===== config.mk =====
export PLATFORM = sky130hd
export DESIGN_NAME = sand_mem_arbiter
export DESIGN_NICKNAME = d
export VERILOG_FILES = /design/src/rtl/sand_mem_arbiter.sv
export SDC_FILE = /design/constraint.sdc
export NUM_CORES = 1
export LEC_CHECK = 0
export BUFFER_PORTS_ARGS = -buffer_cell sky130_fd_sc_hd__buf_2
export CAP_MARGIN = 20
export CELL_PAD_IN_SITES_DETAIL_PLACEMENT = 1
export CELL_PAD_IN_SITES_GLOBAL_PLACEMENT = 1
export CORE_MARGIN = 2
export CORE_UTILIZATION = 28
export CTS_CLUSTER_DIAMETER = 100
export CTS_CLUSTER_SIZE = 14
export DETAILED_ROUTE_END_ITERATION = 10
export PLACE_DENSITY = 0.73
export SETUP_SLACK_MARGIN = 0.1
export SYNTH_ARGS = -nofsm -noshare
export SYNTH_HDL_FRONTEND = slang
export SYNTH_SLANG_ARGS = --single-unit
export TNS_END_PERCENT = 100

===== constraint.sdc =====
create_clock -name clock -period 1.8 [get_ports clock]
set_clock_uncertainty 0.05 [all_clocks]
set_input_delay 0.09 -clock clock [delete_from_list [all_inputs] [get_ports clock]]
set_output_delay 0.09 -clock clock [all_outputs]
set_load 0.01 [all_outputs]

===== src/rtl/sand_mem_arbiter.sv =====
// Fixed-priority (port 0 > 1 > 2) arbiter sharing one Avalon-MM SDRAM master, with read timeout.
// Define SAND_ARB_STARVE_GUARD_EN to force port 2 to win after STARVE_LIMIT consecutive losses.
module sand_mem_arbiter #(
   parameter int AW           = 24,
   parameter int DW           = 16,
   parameter int NREQ         = 3,
   parameter int RD_TIMEOUT   = 255,
   parameter int STARVE_LIMIT = 15
) (
   input  logic                 clock,
   input  logic                 reset,
   input  logic [NREQ-1:0]      req,
   input  logic [NREQ-1:0]      we,
   input  logic [NREQ*AW-1:0]   addr,
   input  logic [NREQ*DW-1:0]   wdata,
   output logic [NREQ-1:0]      done,
   output logic [DW-1:0]        rdata,
   output logic                 err,
   output logic                 busy,
   output logic [AW-1:0]        mem_address,
   output logic                 mem_read,
   output logic                 mem_write,
   output logic [DW-1:0]        mem_writedata,
   input  logic                 mem_waitrequest,
   input  logic                 mem_readdatavalid,
   input  logic [1:0]           mem_response,
   input  logic [DW-1:0]        mem_readdata
);

   localparam int GW   = (NREQ > 1) ? $clog2(NREQ) : 1;
   localparam int TW   = $clog2(RD_TIMEOUT + 1);
   localparam int LAST = NREQ - 1;

   localparam logic [1:0] ST_IDLE   = 2'd0;
   localparam logic [1:0] ST_ISSUE  = 2'd1;
   localparam logic [1:0] ST_RDWAIT = 2'd2;

   logic [1:0]      state_q, state_d;
   logic [GW-1:0]   grant_q, grant_d;
   logic [AW-1:0]   mem_address_q, mem_address_d;
   logic [DW-1:0]   mem_writedata_q, mem_writedata_d;
   logic            mem_read_q, mem_read_d;
   logic            mem_write_q, mem_write_d;
   logic [NREQ-1:0] done_q, done_d;
   logic [DW-1:0]   rdata_q, rdata_d;
   logic            err_q, err_d;
   logic            busy_q, busy_d;
   logic [TW-1:0]   tmo_q, tmo_d;

   logic [AW-1:0]   addr_a  [NREQ];
   logic [DW-1:0]   wdata_a [NREQ];
   logic [NREQ-1:0] eligible;
   logic            pick_valid;
   logic [GW-1:0]   pick_idx;

   for (genvar gi = 0; gi < NREQ; gi++) begin : g_unpack
      assign addr_a[gi]  = addr[gi*AW +: AW];
      assign wdata_a[gi] = wdata[gi*DW +: DW];
   end

`ifdef SAND_ARB_STARVE_GUARD_EN
   logic [3:0] starve_q, starve_d;
`endif

   // A port completing this cycle has not yet had a chance to drop or re-present its request.
   always_comb begin
      eligible   = req & ~done_q;
      pick_valid = |eligible;
      pick_idx   = '0;
      for (int i = NREQ - 1; i >= 0; i--) begin
         if (eligible[i]) pick_idx = GW'(i);
      end
`ifdef SAND_ARB_STARVE_GUARD_EN
      if (eligible[LAST] && (starve_q >= 4'(STARVE_LIMIT))) pick_idx = GW'(LAST);
`endif
   end

`ifdef SAND_ARB_STARVE_GUARD_EN
   always_comb begin
      starve_d = starve_q;
      if ((state_q == ST_IDLE) && pick_valid) begin
         if (pick_idx == GW'(LAST)) starve_d = '0;
         else if (req[LAST] && (starve_q != 4'hF)) starve_d = starve_q + 4'd1;
      end
   end

   always_ff @(posedge clock) begin
      if (reset) starve_q <= '0;
      else       starve_q <= starve_d;
   end
`endif

   always_comb begin
      state_d         = state_q;
      grant_d         = grant_q;
      mem_address_d   = mem_address_q;
      mem_writedata_d = mem_writedata_q;
      mem_read_d      = mem_read_q;
      mem_write_d     = mem_write_q;
      done_d          = '0;
      rdata_d         = rdata_q;
      err_d           = err_q;
      busy_d          = busy_q;
      tmo_d           = tmo_q;
      case (state_q)
         ST_IDLE: begin
            if (pick_valid) begin
               grant_d         = pick_idx;
               mem_address_d   = addr_a[pick_idx];
               mem_writedata_d = wdata_a[pick_idx];
               mem_read_d      = ~we[pick_idx];
               mem_write_d     = we[pick_idx];
               busy_d          = 1'b1;
               state_d         = ST_ISSUE;
            end
         end
         ST_ISSUE: begin
            if (!mem_waitrequest) begin
               mem_read_d  = 1'b0;
               mem_write_d = 1'b0;
               if (mem_write_q) begin
                  done_d[grant_q] = 1'b1;
                  err_d           = 1'b0;
                  busy_d          = 1'b0;
                  state_d         = ST_IDLE;
               end else begin
                  tmo_d   = '0;
                  state_d = ST_RDWAIT;
               end
            end
         end
         ST_RDWAIT: begin
            // Data arriving on the timeout cycle still takes precedence over the forced error.
            if (mem_readdatavalid) begin
               rdata_d         = mem_readdata;
               err_d           = |mem_response;
               done_d[grant_q] = 1'b1;
               busy_d          = 1'b0;
               state_d         = ST_IDLE;
            end else if (tmo_q == TW'(RD_TIMEOUT - 1)) begin
               rdata_d         = '0;
               err_d           = 1'b1;
               done_d[grant_q] = 1'b1;
               busy_d          = 1'b0;
               state_d         = ST_IDLE;
            end else begin
               tmo_d = tmo_q + 1'b1;
            end
         end
         default: state_d = ST_IDLE;
      endcase
   end

   always_ff @(posedge clock) begin
      if (reset) begin
         state_q         <= ST_IDLE;
         grant_q         <= '0;
         mem_address_q   <= '0;
         mem_writedata_q <= '0;
         mem_read_q      <= 1'b0;
         mem_write_q     <= 1'b0;
         done_q          <= '0;
         rdata_q         <= '0;
         err_q           <= 1'b0;
         busy_q          <= 1'b0;
         tmo_q           <= '0;
      end else begin
         state_q         <= state_d;
         grant_q         <= grant_d;
         mem_address_q   <= mem_address_d;
         mem_writedata_q <= mem_writedata_d;
         mem_read_q      <= mem_read_d;
         mem_write_q     <= mem_write_d;
         done_q          <= done_d;
         rdata_q         <= rdata_d;
         err_q           <= err_d;
         busy_q          <= busy_d;
         tmo_q           <= tmo_d;
      end
   end

   assign done          = done_q;
   assign rdata         = rdata_q;
   assign err           = err_q;
   assign busy          = busy_q;
   assign mem_address   = mem_address_q;
   assign mem_read      = mem_read_q;
   assign mem_write     = mem_write_q;
   assign mem_writedata = mem_writedata_q;

endmodule

# Word-level counts from Yosys, hierarchy flattened
# Index checks and enable logic that the tools add are counted.
[totals]
out_inout_bits = 63
register_bits = 75
elab_cells = 90
[op_classes]
bitwise = 4
n_lt_le_gt_ge = 4
add_sub_neg = 1
eq_ne = 10
reduce_logical = 15
muxes = 45
[ops]
columns = ["operator", "count"]
rows = [
  ["$mux W16", 4],
  ["$bmux W24 S2", 1],
  ["$mux W24", 2],
  ["$bmux W16 S2", 1],
  ["$mux W8", 4],
  ["$mux W2", 8],
  ["$pmux W8 S2", 1],
  ["$mux W1", 12],
  ["$mux W3", 4],
  ["$ne A2 B2 Y1 const B", 6],
  ["$reduce_and A5 Y1", 2],
  ["$add A8 B1 Y8 const B", 1],
  ["$eq A8 B8 Y1 const B", 1],
  ["$lt A2 B3 Y1 const B", 2],
  ["$pmux W1 S2", 3],
  ["$pmux W2 S3", 1],
  ["$pmux W3 S2", 1],
  ["$reduce_and A3 Y1", 2],
  ["$reduce_bool A2 Y1", 3],
  ["$reduce_and A2 Y1", 2],
  ["$reduce_and A4 Y1", 1],
  ["$and A3 B3 Y3", 1],
  ["$ge A3 B3 Y1 const B", 1],
  ["$ne A3 B3 Y1 const B", 1],
  ["14 further kinds", 14],
]

# Longest topological paths before layout
[depth]
ltp_word = 10
mapped_depth = 8

# Worst setup path after synthesis
# OpenSTA, ideal clock, no wires.
[synth_path]
kind = "register to register"
startpoint = "register state_q[0]"
endpoint = "register tmo_q[1]"
path_buffers = 1
period_less_slack_ns = 1.867
path_stages_with_launch = 8
required_ns = 1.679
setup_slack_ns = -0.067
t_arrival_ns = 1.747
cell_sequence = "dfxtp_1 -> inv_1 -> ha_1 -> buf_6 -> and4_4 -> a21o_4 -> or4_1 -> a21oi_1"
[synth_via]
elab_chain_len = 3
word_cells_on_any_way = 9
cone_classes = "6 x eq/ne; 1 x mux; 2 x reduce/logical"
[synth_rtl]
columns = ["element", "line", "rtl"]
rows = [
  ["start: declaration", "38", "logic [1:0] state_q, state_d;"],
  ["start signal: assignment", "168", "state_q <= state_d;"],
  ["$eq A2 B2 Y1 / $eq A2 B1 Y1 (equally long branches)", "105", "case (state_q)"],
  ["$ne A2 B2 Y1 (no source line) / $reduce_bool A2 Y1 (equally long branches)", "--", ""],
  ["$reduce_and A5 Y1 (no source line)", "--", ""],
  ["end signal: assignment", "178", "tmo_q <= tmo_d;"],
  ["end: declaration", "48", "logic [TW-1:0] tmo_q, tmo_d;"],
]
# Several ways; a longest one is shown, not always the timed one.
# A chain may end at the register's enable or synchronous reset.

# Worst setup path after layout
# Ends and elaborated chain as after synthesis.

==> summary.md <==
| Metric | Value |
|---|---|
| Status | complete, no violations |
| Endpoints failing hold | 0 |
| Dpl ws | -25.36 ps |
| FF-to-FF path depth | 6 |
| Register clock-pin slew on the reported worst setup and hold paths | 60 ps |
| Most frequent cell after synthesis | dfxtp_1 |
| GRT Resource Usage Total | 20.91% |
| Total Wirelength | 15340 um |
| Largest area contributor in the netlist | dfxtp_1 |
| DRC Markers | 0 |
| Worst Setup EP | tmo_q[1]$_SDFFE_PP0P_ |
| CTS sink cnt | 75 |
| Core footprint | 13190 um2 |
| Top cells by area, synth | dfxtp_1 (40%), o32ai_1 (9.7%), a211oi_1 (8.4%), and3_1 (6.6%), nor2_1 (6.4%) |
| Syn_nets | 610 |
| Final worst slack | 107.6 ps |
| ANT nets after route | 0 |
| Skew-Pair Late Insertion Delay | 340 ps |
| Library cells used by synthesis | 51 |
| Worst EP required | 2020 ps |
| Initial antenna violation count | 1 |
| CTS buffer count | 9 |
| Number of enable flip-flop cells after synthesis | 0 |
| Share of cells above drive strength 1 | 42.98% |
| WL per Instance | 17.55 um |
| Hold Path Class | input port to flip-flop |
| Final Max Slew Viols | 0 |
| Critical path launch point type | flip-flop |
| Final Cycle Share | 94.02% |
| Gr ovfl total | 0 |
| H-Tree Depth | 3 |
| Hold Startpoint | wdata[39] |
| Die Ht | 120.1 um |
| Area Growth Syn to Fin | 55.11% |
| Ys async rst share | 0% |
| CP Class | flip-flop to flip-flop |
| Effective utilization at floorplan | 28.61% |
| Post-Syn Area | 3774 um2 |
| Avg Vias per Cell | 5.157 |
| Register bit total from synthesis | 75 |
| RD Place Congestion | 0.8651 |
| CTS tree | yes |
| Crit path max fanout | 5 |
| NumNets Final | 847 |
| First-pass GRT wire length | 23980 um |
| N_diodes | 0 |
| Slew HR | 74.40% |
| Post-synth top cells | dfxtp_1 (75), nor2_1 (64), inv_1 (49), a211oi_1 (42), o32ai_1 (42) |
| Maximum VDD drop | 0.3970 mV |
| R2r setup slk | 110 ps |
| Post-synthesis average cell area | 8.275 um2 |
| Yosys top cell area share | 39.79% |
| Overall power | 5.791 mW |
| Port buffer count | 210 |
| Placed insts | 833 |
| Worst Max-Slew Pin Slew | 381.7 ps |
| Worst reg2reg startpoint | state_q[0]$_SDFFE_PP0P_ |
| RSZ-0062 raised after global routing | yes |
| Worst Path Arrival | 1920 ps |
| Root buffer cell | clkbuf_16 |
| Fmax | 590.9 MHz |
| Endpoints failing setup | 0 |
| Number of global-route vias before repair | 4860 |
| Post-route minimum period | 1692 ps |
| Max_cap viols | 0 |
| Synthesized instance count | 456 |
| Maximum root-to-sink buffer count | 2 |
| Die Area | 14420 um2 |
| Num ports | 211 |
| Rows | 42 |
| TritonRoute pass-1 iters | 4 |
| Crit path from | state_q[0]$_SDFFE_PP0P_ |
| Reg-to-reg endpoint | tmo_q[1]$_SDFFE_PP0P_ |
| Die Wd | 120.1 um |
| CP endpoint kind | flip-flop |
| Initial DRC count | 161 |
| Power per cell area | 989.3 nW/um2 |
| Post-detail-place hpwl | 11150 um |
| Non-Filler Instances | 874 |
| Yosys warnings | 0 |
| Largest net degree at the start of global routing | 41 |
| Post-synth top flop | dfxtp_1 |
| Sequential area share after synthesis | 39.79% |
| Leak pwr | 2.743 nW |
| Via count | 4507 |
-- where the power goes --
| group | switching (mW) | leakage [nW] | internal, mW |
|---|---|---|---|
| logic | 0.938 | 1.97 | 0.811 |
| registers | 0.138 | 0.616 | 1.91 |
| clock network | 0.771 | 0.160 | 1.23 |
| total | 1.85 | 2.74 | 3.94 |
-- stage by stage --
| stage | util [%] | cell area [um2] | hold WS, ps | setup TNS (ps) |
|---|---|---|---|---|
| 6_report | 44.37 | 5853 | 17.57 | 0 |
| 5_1_grt | 44.37 | 5853 | 30.71 | 0 |
| 4_1_cts | 43.10 | 5685 | 6.369 | 0 |
| 3_5_place_dp | 39.15 | 5164 | 299.0 | -39.07 |
| 3_3_place_gp | 39.15 | 5164 | 292.4 | 0 |
| 2_1_floorplan | - | 3799 | 202.6 | 0 |
-- registers in the layout (all words and copies together), names as in the netlist --
name	cells
mem_address	24
mem_writedata	16
rdata	16
tmo_q	8
done	3
grant_q	2
state_q	2
busy	1
err	1
mem_read	1
mem_write	1
-- what timing repair did --
item,in CTS,in global routing
resized for setup,9,26
endpoints found under the setup margin,15,53
hold endpoints to repair,16,0
hold buffers,16,0
setup buffers,2,7
pin swaps,3,5
-- layer usage --
| metal | vias to the layer above | global-route usage (%) | part of all wire (%) |
|---|---|---|---|
| met5 | - | 0 | 0.085 |
| met4 | 2 | 8.309 | 2.4 |
| met3 | 32 | 6.179 | 6.7 |
| met2 | 142 | 37.71 | 50 |
| met1 | 2168 | 22.82 | 40 |
| li1 | 2163 | - | - |
-- placed cells by master, fill, tap and decap left out, drive strengths merged, types with 4 or more instances in the layout --
cell type,count
a211oi,42
a21oi,5
a22oi,17
and3,40
buf,247
clkbuf,9
dfxtp,75
dlygate4sd3,16
ha,6
inv,51
nand2,9
nand2b,5
nand3,8
nand4,4
nor2,64
nor2b,4
nor3,4
o21ai,7
o32ai,42
-- cell families after synthesis --
group / Yosys count / synth area share, %
AO/OA/AOI/OAI: 138 / 28.85
adder cells (fa/ha/maj): 6 / 1.989
buffers and inverters: 86 / 8.886
flip-flops: 75 / 39.79
multiplexers: 1 / 0.2984
AND/OR/NAND/NOR: 150 / 20.19
-- critical path: stages, from the launching register on --
cell	delay, ps
dfxtp_2	340
inv_2	50
ha_4	170
and2_2	210
a21o_4	200
or4_4	480
a21oi_2	130
-- worst min-delay path by stage --
stage | to | slack [ps] | depth (start not counted)
5_1_grt | mem_address[12]$_SDFFE_PP0P_ | 30 | 3
3_5_place_dp | rdata[6]$_SDFFE_PP0P_ | 300 | 3
2_1_floorplan | rdata[0]$_SDFFE_PP0P_ | 200 | 2
4_1_cts | mem_address[6]$_SDFFE_PP0P_ | 6 | 3
6_report | mem_writedata[7]$_SDFFE_PP0P_ | 20 | 3
3_3_place_gp | rdata[15]$_SDFFE_PP0P_ | 290 | 3
-- cell type report --
cell class,instances,area (um2)
Clock buffer,9,225.2
Clock inverter,7,100.1
Fill cell,1603,7337
Inverter,49,183.9
Multi-Input combinational cell,295,2097
Sequential cell,75,1506
Tap cell,176,220.2
Timing Repair Buffer,263,1520
No activity file was read; power rests on OpenSTA's default activity.
